--- config.mk ---
export PLATFORM = sky130hd
export DESIGN_NAME = ahb_decoder_mux
export DESIGN_NICKNAME = d
export VERILOG_FILES = /design/src/rtl/ahb_decoder_mux.sv
export SDC_FILE = /design/constraint.sdc
export NUM_CORES = 1
export LEC_CHECK = 0
export CAP_MARGIN = 20
export CORE_AREA = 4 4 261 263
export CTS_CLUSTER_SIZE = 10
export DETAILED_ROUTE_END_ITERATION = 12
export DIE_AREA = 0 0 265 267
export GPL_ROUTABILITY_DRIVEN = 0
export PLACE_DENSITY = 0.37
export SLEW_MARGIN = 25
export SYNTH_ARGS = -nofsm -noshare
export SYNTH_HDL_FRONTEND = slang
export SYNTH_SLANG_ARGS = --single-unit
--- constraint.sdc ---
create_clock -name HCLK -period 4.3 [get_ports HCLK]
set_input_delay 0.43 -clock HCLK [delete_from_list [all_inputs] [get_ports HCLK]]
set_output_delay 0.43 -clock HCLK [all_outputs]
set_load 0.01 [all_outputs]
--- src/rtl/ahb_decoder_mux.sv ---
// AHB-Lite address decoder and slave response multiplexer with a built-in
// default (ERROR) slave, per-transfer timeout watchdog and first-error log.
module ahb_decoder_mux #(
  parameter int NSLAVES = 8,
  parameter int PA_BITS = 34,
  parameter int DW      = 64,
  parameter logic [NSLAVES-1:0][PA_BITS-1:0] BASES  = '0,
  parameter logic [NSLAVES-1:0][PA_BITS-1:0] RANGES = '0,
  parameter int TIMEOUT = 256
) (
  input  logic                  HCLK,
  input  logic                  HRESETn,
  input  logic [PA_BITS-1:0]    HADDR,
  input  logic [1:0]            HTRANS,
  output logic [NSLAVES-1:0]    HSELS,
  input  logic [NSLAVES-1:0]    HREADYOUTS,
  input  logic [NSLAVES-1:0]    HRESPS,
  input  logic [NSLAVES*DW-1:0] HRDATAS,
  output logic [DW-1:0]         HRDATA,
  output logic                  HREADY,
  output logic                  HRESP,
  input  logic                  ErrClear,
  output logic                  ErrValid,
  output logic                  ErrCause,
  output logic [PA_BITS-1:0]    ErrAddr
);

  localparam int CW = (TIMEOUT > 0) ? $clog2(TIMEOUT + 1) : 1;
  localparam logic [CW-1:0] C_TLAST = (TIMEOUT > 0) ? CW'(TIMEOUT - 1) : '0;
  localparam logic [CW-1:0] C_CSAT  = '1;

  localparam logic [1:0] S_NORMAL = 2'd0;
  localparam logic [1:0] S_ERR1   = 2'd1;
  localparam logic [1:0] S_ERR2   = 2'd2;

  logic [1:0]         r_state;
  logic [NSLAVES-1:0] r_sel;
  logic [PA_BITS-1:0] r_dpAddr;
  logic [CW-1:0]      r_cnt;
  logic               r_errValid;
  logic               r_errCause;
  logic [PA_BITS-1:0] r_errAddr;

  logic [NSLAVES-1:0] w_hsels;
  logic               w_miss;
  logic [DW-1:0]      w_slvData;
  logic               w_slvReady;
  logic               w_slvResp;
  logic               w_decErr;
  logic               w_timeout;
  logic [1:0]         w_stateNext;
  logic               w_errEnter;

  // Descending scan so the lowest matching index is the last one written.
  always_comb begin
    w_hsels = '0;
    for (int i = NSLAVES - 1; i >= 0; i--) begin
      if ((HADDR & ~RANGES[i]) == BASES[i]) begin
        w_hsels    = '0;
        w_hsels[i] = 1'b1;
      end
    end
  end

  assign HSELS  = w_hsels;
  assign w_miss = ~|w_hsels;

  always_comb begin
    w_slvData  = '0;
    w_slvReady = 1'b1;
    w_slvResp  = 1'b0;
    for (int i = 0; i < NSLAVES; i++) begin
      if (r_sel[i]) begin
        w_slvData  = HRDATAS[i*DW +: DW];
        w_slvReady = HREADYOUTS[i];
        w_slvResp  = HRESPS[i];
      end
    end
  end

  always_comb begin
    HRDATA = '0;
    HREADY = 1'b1;
    HRESP  = 1'b0;
    case (r_state)
      S_ERR1: begin
        HREADY = 1'b0;
        HRESP  = 1'b1;
      end
      S_ERR2: begin
        HREADY = 1'b1;
        HRESP  = 1'b1;
      end
      default: begin
        HRDATA = w_slvData;
        HREADY = w_slvReady;
        HRESP  = w_slvResp;
      end
    endcase
  end

  // A decode error enters ERR1 on the edge that opens its data phase, so the
  // first data cycle already shows the ERROR wait state.
  assign w_decErr  = HREADY & w_miss & HTRANS[1];
  assign w_timeout = (TIMEOUT != 0) && (r_state == S_NORMAL) && (|r_sel) &&
                     (r_cnt == C_TLAST) && !w_slvReady;

  always_comb begin
    w_stateNext = S_NORMAL;
    case (r_state)
      S_NORMAL: w_stateNext = (w_decErr || w_timeout) ? S_ERR1 : S_NORMAL;
      S_ERR1:   w_stateNext = S_ERR2;
      S_ERR2:   w_stateNext = w_decErr ? S_ERR1 : S_NORMAL;
      default:  w_stateNext = S_NORMAL;
    endcase
  end

  assign w_errEnter = (w_stateNext == S_ERR1) && (r_state != S_ERR1);

  always_ff @(posedge HCLK) begin
    if (!HRESETn) begin
      r_state    <= S_NORMAL;
      r_sel      <= '0;
      r_dpAddr   <= '0;
      r_cnt      <= '0;
      r_errValid <= 1'b0;
      r_errCause <= 1'b0;
      r_errAddr  <= '0;
    end else begin
      r_state <= w_stateNext;
      if (HREADY) begin
        r_sel    <= w_hsels;
        r_dpAddr <= HADDR;
      end
      if (HREADY || w_errEnter)
        r_cnt <= '0;
      else if ((r_state == S_NORMAL) && (|r_sel) && (r_cnt != C_CSAT))
        r_cnt <= r_cnt + 1'b1;
      // A new error logged together with ErrClear takes precedence.
      if (w_errEnter && (!r_errValid || ErrClear)) begin
        r_errValid <= 1'b1;
        r_errCause <= w_timeout;
        r_errAddr  <= w_timeout ? r_dpAddr : HADDR;
      end else if (ErrClear) begin
        r_errValid <= 1'b0;
        r_errCause <= 1'b0;
        r_errAddr  <= '0;
      end
    end
  end

  assign ErrValid = r_errValid;
  assign ErrCause = r_errCause;
  assign ErrAddr  = r_errAddr;

endmodule

==> reports/summary.txt <==
Port Buffer Count = 206
sequential share of the synthesized area = 0.369
synthesis-to-layout area growth = 75.3%
syn avg cell area = 8.69 um^2
Post-synth EDFFs = 0
clk_skew = 0.0125 ns
final setup violating endpoints = 0
Mapped Area = 4450 um^2
DIE WIDTH = 265 um
placed cells = 1555
Die Y = 267 um
fmax = 313 MHz
clk buf depth = 2
utilization after layout = 0.119
Leak = 2.77 nW
effective utilization at floorplan = 0.0678
Synth Flop Type = dfxtp_1
total power = 2.43 mW
CTS clk-pin slew, worst paths = 0.06 ns
antenna viol nets, final = 0
async set-reset flop share out of synthesis = 0
Yosys reg bits = 82
1st-pass router iterations = 4
H-tree Lvls = 3
share of cells above drive strength 1 = 0.0962
Peak supply drop = 194 uV
max_slew headroom = 0.431
worst setup margin = 1.11 ns
via count of the first global-routing pass = 4633
overall routing resource usage = 0.0584
pins over their slew limit = 0
postcts setup bufs = 0
Final min period = 3.19 ns
clk_lat worst skew = 0.38 ns
DR top layer = met5
Final Cell Area = 7800 um^2
Site Rows = 94
Placed Area = 7480 um^2
most common library cells after synthesis = 109 x nand2_1, 82 x dfxtp_1, 65 x and2_1
Via density = 2.72
Place WS = 0.989 ns
clock sink count = 82
post-synth top area share = 0.369
Layout Nets = 1277
setup TNS = 0 ns
Synth cell types = 38
Worst Path Max Fanout = 3
Hold Slack = 0.462 ns
antenna violations before repair = 11
CTS tree = yes
final hold viol count = 0
total number of yosys warnings = 0
Overflow after GRT = 0
met3 WL = 2490 um
I/O pins = 677
leading cell type by number of instances after synthesis = nand2_1
# hold bufs at CTS = 0
CP startpoint kind = primary input
full die area = 70800 um^2
drt total wl = 20200 um
Final period util = 0.742
root buf cell = clkbuf_16
1st-iter DRT viols = 188
first-pass GRT wire length = 29700 um
Fill cells = 7514
final non-filler cell total = 1574
max-cap violations = 0
Slew @ Worst Pin = 0.853 ns
PostCTS Resize Cnt = 0
Crit Path Category = in2out
biggest area consumer among synthesized cells = dfxtp_1
Inserted Clock Buffers = 9
Power Dens Cells = 312 nW/um^2
largest net degree at the start of global routing = 75
RSZ-0062 raised after global routing = no
CORE AREA = 65600 um^2
WL per Instance = 12.9 um
status = finished, final reports clean
Worst Hold Class = reg2reg
met2 routed WL = 8580 um
Area contributors post-synth = dfxtp_1 37%, nand2_1 9.2%, and2_1 9.1%
Worst setup EP type = output port
# DRC = 0
critical path arrival = 2.76 ns
DP HPWL = 14900 um
Crit path required time = 3.87 ns
M1 wire length = 8590 um
Vias = 4285
Mapped Cells = 512
[report_power, final]
part / internal, mW / switching (mW)
Sequential: 0.838 / 0.0395
Clock: 0.485 / 0.388
Combinational: 0.348 / 0.335
[cell type report]
type / instances / area (um^2) / share of cell area
clock inverters: 5 / 60.1 / 0.00770
clock buffers: 11 / 253 / 0.0324
diodes: 3 / 7.51 / 0.000962
repair buffers: 218 / 2150 / 0.276
flip-flops and latches: 82 / 1640 / 0.210
well taps: 864 / 1080 / 0.139
multi-input cells: 386 / 2590 / 0.332
inverters: 5 / 18.8 / 0.00241
[cell usage in the layout (no fill, tap or decap), drive strengths merged, types with 3 or more instances in the layout]
cell / instances
buf: 13
diode: 3
nand2: 109
and2: 65
conb: 7
dfxtp: 82
xor2: 4
ha: 8
mux2: 34
clkbuf: 11
mux2i: 36
o21ai: 3
clkdlybuf4s50: 205
nor4: 10
a21boi: 34
nor2: 15
nand3b: 35
xnor2: 3
inv: 7
nand4: 4
[path summary, 6_finish.rpt]
kind	start	to	slack, ns	cells after the start
hold reg to reg	r_dpAddr[12]	r_dpAddr[12]	0.46	2
hold / removal	r_dpAddr[12]	r_dpAddr[12]	0.46	2
setup reg to reg	r_state[0]	ErrAddr[9]	1.81	9
setup / recovery	HADDR[9]	HSELS[0]	1.11	6
[cell families after synthesis]
kind of cell / count (synthesis) / synth area share
buffers and inverters: 50 / 0.0568
AO/OA/AOI/OAI: 45 / 0.0756
XOR/XNOR: 7 / 0.0138
multiplexers: 70 / 0.167
other: 1 / 0.000843
AND/OR/NAND/NOR: 249 / 0.294
flip-flops: 82 / 0.369
adder cells (fa/ha/maj): 8 / 0.0225
[flip-flops by register name, summed over array words and instances, names as in the netlist]
signal    count
r_sel         1
ErrValid      1
ErrAddr      34
r_state       2
r_cnt         9
ErrCause      1
r_dpAddr     34
[metal layers]
| metal | vias up | GRT usage |
|---|---|---|
| li1 | 2084 | - |
| met1 | 1947 | 0.0651 |
| met2 | 212 | 0.0905 |
| met3 | 30 | 0.0339 |
| met4 | 12 | 0.0257 |
| met5 | - | 0 |
[worst max-delay path: stages]
cell and delay [ns]:
clkdlybuf4s50_1 0.52, nor4_1 0.46, buf_4 0.22, nand4_1 0.16, nor3_1 0.29, clkdlybuf4s50_1 0.67
(Power assumes the default switching activity.)
